File: src/rtl/core_seq_pkg.sv
// Shared encodings for the RV32 core phase sequencer: datapath phases and
// run-control states.
package core_seq_pkg;

    typedef enum logic [2:0] {
        PH_FETCH = 3'd0,
        PH_DEC   = 3'd1,
        PH_EXE   = 3'd2,
        PH_MEM   = 3'd3,
        PH_WB    = 3'd4
    } phase_e;

    typedef enum logic [1:0] {
        ST_HALT = 2'd0,
        ST_RUN  = 2'd1,
        ST_STEP = 2'd2
    } ctrl_state_e;

    // Phase successor; WRITEBACK wraps to FETCH so 5..7 are never produced.
    function automatic phase_e next_phase(input phase_e p);
        phase_e n;
        case (p)
            PH_FETCH: n = PH_DEC;
            PH_DEC:   n = PH_EXE;
            PH_EXE:   n = PH_MEM;
            PH_MEM:   n = PH_WB;
            default:  n = PH_FETCH;
        endcase
        return n;
    endfunction

endpackage

File: src/rtl/button_debouncer.sv
// Front-panel button conditioner: a level change is accepted only after it has
// been stable for DEBOUNCE_CYCLES samples; each accepted press gives one pulse.
module button_debouncer #(
    parameter int DEBOUNCE_CYCLES = 16
) (
    input  logic clk,
    input  logic reset,
    input  logic btn_in,
    output logic press_pulse
);

    localparam int CW = (DEBOUNCE_CYCLES > 1) ? $clog2(DEBOUNCE_CYCLES) : 1;
    localparam logic [CW-1:0] LAST = CW'(DEBOUNCE_CYCLES - 1);

    logic          stable;
    logic [CW-1:0] cnt;

    // cnt counts consecutive samples that disagree with the accepted level.
    always_ff @(posedge clk or posedge reset) begin
        if (reset) begin
            stable      <= 1'b0;
            cnt         <= '0;
            press_pulse <= 1'b0;
        end else begin
            press_pulse <= 1'b0;
            if (btn_in != stable) begin
                if (cnt == LAST) begin
                    stable      <= btn_in;
                    cnt         <= '0;
                    press_pulse <= btn_in;
                end else begin
                    cnt <= cnt + 1'b1;
                end
            end else begin
                cnt <= '0;
            end
        end
    end

endmodule

File: src/rtl/core_phase_sequencer.sv
// Phase sequencer for the multi-cycle RV32 core: run/halt/step control,
// memory wait-state stalling with timeout, and retired-instruction counting.
module core_phase_sequencer
    import core_seq_pkg::*;
#(
    parameter int WIDTH           = 32,
    parameter int DEBOUNCE_CYCLES = 16,
    parameter int MEM_TIMEOUT     = 255,
    parameter bit START_RUNNING   = 1'b1
) (
    input  logic             clk,
    input  logic             reset,
    input  logic             run_btn,
    input  logic             step_btn,
    input  logic             halt_req,
    input  logic             mem_access,
    input  logic             mem_ready,
    output logic [2:0]       phase,
    output logic             phase_en,
    output logic             stalled,
    output logic             running,
    output logic             halted,
    output logic [WIDTH-1:0] retired,
    output logic             mem_timeout_err
);

    localparam int SCW = (MEM_TIMEOUT > 0) ? $clog2(MEM_TIMEOUT + 1) : 1;
    localparam logic [SCW-1:0] STALL_LIMIT = SCW'(MEM_TIMEOUT);
    localparam ctrl_state_e RESET_STATE = START_RUNNING ? ST_RUN : ST_HALT;

    ctrl_state_e    state, state_next;
    phase_e         phase_q;
    logic [SCW-1:0] stall_cnt;
    logic           pending_halt;
    logic           run_press, step_press;

    button_debouncer #(.DEBOUNCE_CYCLES(DEBOUNCE_CYCLES)) u_run_db (
        .clk         (clk),
        .reset       (reset),
        .btn_in      (run_btn),
        .press_pulse (run_press)
    );

    button_debouncer #(.DEBOUNCE_CYCLES(DEBOUNCE_CYCLES)) u_step_db (
        .clk         (clk),
        .reset       (reset),
        .btn_in      (step_btn),
        .press_pulse (step_press)
    );

    // mem_ready and halt_req only matter in their own phases.
    logic mem_wait, stall_now, timed_out, wb_adv, halt_trigger, halt_due;
    assign mem_wait     = (phase_q == PH_MEM) && mem_access && !mem_ready;
    assign stall_now    = mem_wait && (stall_cnt < STALL_LIMIT);
    assign timed_out    = mem_wait && (stall_cnt >= STALL_LIMIT);
    assign wb_adv       = phase_en && (phase_q == PH_WB);
    assign halt_trigger = run_press || (halt_req && (phase_q == PH_DEC));
    assign halt_due     = pending_halt || halt_trigger;

    always_ff @(posedge clk or posedge reset) begin
        if (reset) begin
            state <= RESET_STATE;
        end else begin
            state <= state_next;
        end
    end

    always_comb begin
        state_next = state;
        case (state)
            ST_HALT: begin
                if (run_press) begin
                    state_next = ST_RUN;
                end else if (step_press) begin
                    state_next = ST_STEP;
                end
            end
            ST_RUN:  if (wb_adv && halt_due) state_next = ST_HALT;
            ST_STEP: if (wb_adv) state_next = ST_HALT;
            default: state_next = ST_HALT;
        endcase
    end

    always_comb begin
        running  = (state != ST_HALT);
        halted   = (state == ST_HALT);
        stalled  = running && stall_now;
        phase_en = running && !stall_now;
    end

    // A halt request in RUN never cuts an instruction short; it waits for WB.
    always_ff @(posedge clk or posedge reset) begin
        if (reset) begin
            phase_q         <= PH_FETCH;
            retired         <= '0;
            mem_timeout_err <= 1'b0;
            stall_cnt       <= '0;
            pending_halt    <= 1'b0;
        end else begin
            if (phase_en) begin
                phase_q <= next_phase(phase_q);
            end
            if (wb_adv) begin
                retired <= retired + WIDTH'(1);
            end
            if (timed_out) begin
                mem_timeout_err <= 1'b1;
            end
            if (phase_en) begin
                stall_cnt <= '0;
            end else if (stalled) begin
                stall_cnt <= stall_cnt + 1'b1;
            end
            if ((state == ST_RUN) && !wb_adv) begin
                pending_halt <= halt_due;
            end else begin
                pending_halt <= 1'b0;
            end
        end
    end

    assign phase = phase_q;

endmodule

File: config.mk
export PLATFORM = sky130hd
export DESIGN_NAME = core_phase_sequencer
export DESIGN_NICKNAME = d
export VERILOG_FILES = /design/src/rtl/core_seq_pkg.sv /design/src/rtl/button_debouncer.sv /design/src/rtl/core_phase_sequencer.sv
export SDC_FILE = /design/constraint.sdc
export NUM_CORES = 1
export LEC_CHECK = 0
export ABC_CLOCK_PERIOD_IN_PS = 5300
export CORE_MARGIN = 2
export CORE_UTILIZATION = 41
export CTS_CLUSTER_SIZE = 40
export DETAILED_ROUTE_END_ITERATION = 16
export HOLD_SLACK_MARGIN = 0.08
export PLACE_DENSITY = 0.71
export SLEW_MARGIN = 20
export SYNTH_ARGS = -nofsm -noshare
export SYNTH_HDL_FRONTEND = slang
export SYNTH_SLANG_ARGS = --single-unit
File: constraint.sdc
create_clock -name clk -period 5.3 [get_ports clk]
set_input_delay 0.795 -clock clk [delete_from_list [all_inputs] [get_ports clk]]
set_output_delay 0.795 -clock clk [all_outputs]
set_load 0.01 [all_outputs]
**Yosys cells after proc, flatten, opt, wreduce, memory -nomap -nowiden**

Index checks and enable logic that the tools add are counted.

- Register bits after elaboration: 59
- Output and inout port bits: 40

- Add/sub/neg operators: 4
- $lt $le $gt $ge: 2
- Equality and inequality tests: 13
- Multiplexer cells: 17
- Reduce and logical (&&, ||, !) cells: 22

Operator list:

| operator | number |
|---|---|
| $add 32x1->32 const B | 1 |
| $mux 4 | 4 |
| $mux 8 | 2 |
| $pmux 3 s4 | 1 |
| $logic_and 1x1->1 | 10 |
| $add 4x1->4 const B | 2 |
| $add 8x1->8 const B | 1 |
| $eq 4x4->1 const B | 2 |
| $ge 8x8->1 const B | 1 |
| $lt 8x8->1 const B | 1 |
| $mux 2 | 4 |
| $eq 3x2->1 const B | 2 |
| $pmux 2 s3 | 1 |
| $mux 1 | 5 |
| $ne 2x2->1 const B | 2 |
| $reduce_and 2->1 | 2 |
| $reduce_bool 2->1 | 2 |
| $eq 3x1->1 const B | 1 |
| $eq 3x3->1 const B | 1 |
| $logic_not 1->1 | 3 |
| $logic_not 3->1 | 1 |
| $ne 3x1->1 const B | 1 |
| $reduce_and 3->1 | 1 |
| $eq 2x1->1 const B | 1 |
| 4 further kinds | 6 |

**Depth between registers and ports, before layout**

- Depth after elaboration: 10
- Mapped depth: 8
- Mapped depth without buffers: 6

**Cells and area by module**

Synthesis repeated with hierarchy kept, for this count alone.

- Cells, all modules: 255
- Area, all modules: 2930.3 µm²

Modules (own cells, without submodules):

| module | instances | cells an instance | area an instance (µm²) |
|---|---|---|---|
| core_phase_sequencer | 1 | 217 | 2417.3 |
| button_debouncer | 2 | 19 | 256.5 |

**Worst setup path after synthesis**

OpenSTA, ideal clock, no wires.

- Kind: input-to-output
- Start: input port mem_access
- End: output port phase_en
- Arrival time: 1.649 ns
- Required time: 4.505 ns
- Setup slack: 2.856 ns
- Stages: 4
- Path buffers: 0
- Cells stage by stage: nor4bb_1 nand2_1 o21ai_0 inv_1

- Cells in the longest elaborated chain, start to end: 5

Ends and longest elaborated chain:

| item | RTL line | RTL |
|---|---|---|
| from (decl) | core_phase_sequencer.sv:16 | `input logic mem_access,` |
| $logic_and 1x1->1 (2 in series) | core_phase_sequencer.sv:53 | `assign mem_wait = (phase_q == PH_MEM) && mem_access && !mem_ready;` |
| $logic_and 1x1->1 | core_phase_sequencer.sv:54 | `assign stall_now = mem_wait && (stall_cnt < STALL_LIMIT);` |
| $logic_not 1->1 | core_phase_sequencer.sv:88 | `phase_en = running && !stall_now;` |
| $logic_and 1x1->1 | core_phase_sequencer.sv:88 |  |
| to (decl) | core_phase_sequencer.sv:19 | `output logic phase_en,` |

No other way between the ends.

**Worst setup path after layout**

Ends and elaborated chain as after synthesis.

==> results.yml <==
outcome:
  outcome: "finished, final reports clean"
sta:
  final-max-slew-violation-count: 0
  timing_hold_violations_final: 0
  final_cycle_utilization_of_the_critical_path_pct: 67.7
  tns_setup_ns: 0
  max_slew_margin_pct: 50.7
  max_freq_mhz: 279
  timing_worst_slew_pin_value_ns: 0.739
  hold_ws_ns: 0.459
  setup_viol: 0
  skew_ns: 0.00515
  post-route-min-period_ns: 3.59
  grt_setup_unrepaired: "false"
synthesis:
  post_synth_fa_ha_maj_area_fraction_pct: 1.87
  yosysWarnings: 0
  count_of_flip_flops_with_a_built_in_enable_after_synthesis: 0
  synth_top_flop_cell: "sky130_fd_sc_hd__dfrtp_1"
  synth_top_family_by_area: "simple AND/OR/NAND/NOR gates"
  synth.avg_cell_area_sq_um: 11.0
  synthMostInstantiatedCell: "sky130_fd_sc_hd__dfrtp_1"
  postSynthCellCount: 243
  synth-xor-area-share_pct: 12.1
  synthDominantAreaCellType: "sky130_fd_sc_hd__dfrtp_1"
  netlist-cell-type-count: 37
  synth_top_area_share_pct: 54.2
  ys_ff_latch: 59
  compound_gate_fraction_of_synth_area_pct: 5.80
  synth.cells.most_frequent: "sky130_fd_sc_hd__dfrtp_1 (58), sky130_fd_sc_hd__xnor2_1 (28), sky130_fd_sc_hd__nand2_1 (26)"
  synth.mux.area_fraction_pct: 1.26
  synth_top_cells_by_area: "sky130_fd_sc_hd__dfrtp_1 (54%), sky130_fd_sc_hd__xnor2_1 (9.2%), sky130_fd_sc_hd__nand3_1 (3.7%), sky130_fd_sc_hd__nand2_1 (3.6%), sky130_fd_sc_hd__xor2_1 (2.9%)"
  async_flop_share_pct: 100
  sequential_to_total_area_share_from_yosys_stat_pct: 55.2
  synth_simple_gate_area_share_pct: 21.9
  syn-num-nets: 254
  synthesis.area_sq_um: 2680
die:
  row_count: 29
  floorplan.die.height_microns: 84.8
  chipWidth_microns: 84.8
  floorplan.io_pins: 47
  fp.coreArea_sq_um: 6310
  initial_utilization_pct: 42.4
  design.die.area_sq_um: 7190
place:
  routabilityCongestion: 0.825
  detailedPlacementHpwl_microns: 3680
  port-buffer-count: 46
layout:
  syn_to_final_growth_pct: 26.7
  fillers: 567
  diodes: 0
  final_core_util_pct: 53.7
  drive_above_1_share_pct: 8.64
  ff_latch_area_sq_um: 1480
  fin_nets: 309
  multi_input_area_sq_um: 1150
clock_tree:
  numCtsBuffers: 9
  tritoncts_num_sinks: 59
  clk_path_buf_depth: 2
  h_tree_depth: 3
  cts_setup_buffers: 0
  clk_latency_ns: 0.33
  clock_tree.root_cell: "sky130_fd_sc_hd__clkbuf_8"
  cts_repair_resize_count: 0
  postCtsHoldBufs: 0
  tritoncts_clock_tree: "built"
  clkTransAtPathRegs_ns: 0.06
grt:
  groute.usage.overall_pct: 15.8
  grt_first_pass_wirelength_microns: 8940
  globalRoute.totalOverflow: 0
  antenna_found_initial: 0
  grt_start_max_net_pins: 60
  via_count_of_the_first_global_routing_pass: 1923
critical_path:
  cp.arrival_ns: 2.79
  ff2ff_path_depth: 6
  crit_path_max_fanout: 7
  end_kind: "output pin"
  worst_reg2reg_path_endpoint: "retired[22]$_DFFE_PP0P_"
  critical_path_class: "in2out"
  cp-start-kind: "input port"
  data_required_critical_path_ns: 4.51
  worstReg2RegStart: "state[0]$_DFFE_PP1P_"
  timing.reg2reg.setup_slack_ns: 3.09
hold_path:
  hold_path.startpoint: "mem_timeout_err$_DFFE_PP0P_"
  cell_depth_of_the_worst_hold_path: 1
  min_to: "mem_timeout_err$_DFFE_PP0P_"
  worstHoldPathType: "reg2reg"
drt:
  antenna_left: 0
  drt-wirelength-per-cell_microns: 14.1
  via_per_inst: 5.16
  routed_wl_microns: 5340
  vias: 1952
  drt_pre_antenna_iters: 4
  drc_errors: 0
  dr.first_iter.drc_count: 70
power_and_ir_drop:
  power-per-cell-area_nw_per_um2: 334
  power.static_leakage_uw: 0.00151
  vdd.ir_drop.worst_mv: 0.151
job:
  maxCapViolations: 0
[worst max-delay path, cell delays in order]
cell	delay, ns
sky130_fd_sc_hd__clkdlybuf4s50_1	0.45
sky130_fd_sc_hd__nor4bb_1	0.26
sky130_fd_sc_hd__nand2_1	0.19
sky130_fd_sc_hd__o21ai_0	0.46
sky130_fd_sc_hd__inv_1	0.14
sky130_fd_sc_hd__clkdlybuf4s50_1	0.51
[cell type report]
type                            count  area share, %
Clock buffer                       11           4.46
Clock inverter                      3          0.443
Inverter                            9          0.996
Multi-Input combinational cell    172           33.9
Sequential cell                    59           43.6
Tap cell                           77           2.84
Timing Repair Buffer               47           13.8
[how the worst max path moves through the flow]
stage	from	slack, ns	endpoint
finish	mem_access	1.71	phase_en
global route	mem_access	1.58	phase_en
CTS	mem_access	1.72	phase_en
detailed placement	mem_access	1.73	phase_en
global placement	mem_access	1.81	phase_en
floorplan	mem_access	2.86	phase_en
[where the power goes]
group	internal, uW	switching (uW)	leakage [uW]
clock	187	167	0.0000908
sequential	492	58.7	0.000802
combinational	112	116	0.000617
[layout by cell type, fill, tap and decap left out, types with 2 or more instances in the layout]
| cell type | count |
|---|---|
| sky130_fd_sc_hd__dfrtp_1 | 58 |
| sky130_fd_sc_hd__clkdlybuf4s50_1 | 46 |
| sky130_fd_sc_hd__xnor2_1 | 28 |
| sky130_fd_sc_hd__nand2_1 | 26 |
| sky130_fd_sc_hd__nand3_1 | 20 |
| sky130_fd_sc_hd__nor2_1 | 18 |
| sky130_fd_sc_hd__clkbuf_8 | 11 |
| sky130_fd_sc_hd__xor2_1 | 9 |
| sky130_fd_sc_hd__inv_1 | 8 |
| sky130_fd_sc_hd__o21ai_0 | 8 |
| sky130_fd_sc_hd__nor3_1 | 7 |
| sky130_fd_sc_hd__and3_1 | 5 |
| sky130_fd_sc_hd__a21oi_1 | 5 |
| sky130_fd_sc_hd__nand4_1 | 4 |
| sky130_fd_sc_hd__o31ai_1 | 4 |
| sky130_fd_sc_hd__ha_1 | 4 |
| sky130_fd_sc_hd__and4_1 | 3 |
| sky130_fd_sc_hd__nand4b_1 | 3 |
| sky130_fd_sc_hd__mux2_2 | 3 |
| sky130_fd_sc_hd__nor3b_1 | 3 |
| sky130_fd_sc_hd__clkinv_2 | 3 |
| sky130_fd_sc_hd__nor4bb_1 | 2 |
| sky130_fd_sc_hd__and2_1 | 2 |
| sky130_fd_sc_hd__nor2b_1 | 2 |
| sky130_fd_sc_hd__a311oi_1 | 2 |
| sky130_fd_sc_hd__o2bb2ai_1 | 2 |
[logic make-up (layout without fill, tap and decap cells)]
kind of cell,after synthesis,after routing
buffers and inverters,12,70
muxes,3,3
DFF,59,59
xor gates and xnor gates,37,37
and+or+nand+nor,104,104
AOI/OAI and AO/OA,24,24
adders and majority gates,4,4
[sequential cells by signal (all words and copies together) (netlist names)]
signal                 flops
stall_cnt                  8
state                      2
u_run_db.stable            1
u_step_db.stable           1
u_step_db.cnt              4
u_step_db.press_pulse      1
retired                   32
phase                      3
pending_halt               1
u_run_db.cnt               4
u_run_db.press_pulse       1
mem_timeout_err            1
[stage by stage]
step           std cells  area [sq um]  setup slack, ns  power (uW)
2_1_floorplan        243          2680             2.86         679
3_3_place_gp         364          3230             1.81         777
3_5_place_dp         364          3230             1.73         785
4_1_cts              378          3390             1.72        1140
5_1_grt              378          3390             1.58        1190
6_report             378          3390             1.71        1130
[routing by layer]
layer  GRT usage [%]  wire (microns)  vias to the layer above
met5               0               0                        -
met4            9.38             137                        0
met3            3.93             151                       13
met2            22.8            2540                       26
met1            21.4            2510                      961
li1                -               -                      952
Power figures use the tool's default switching activity.
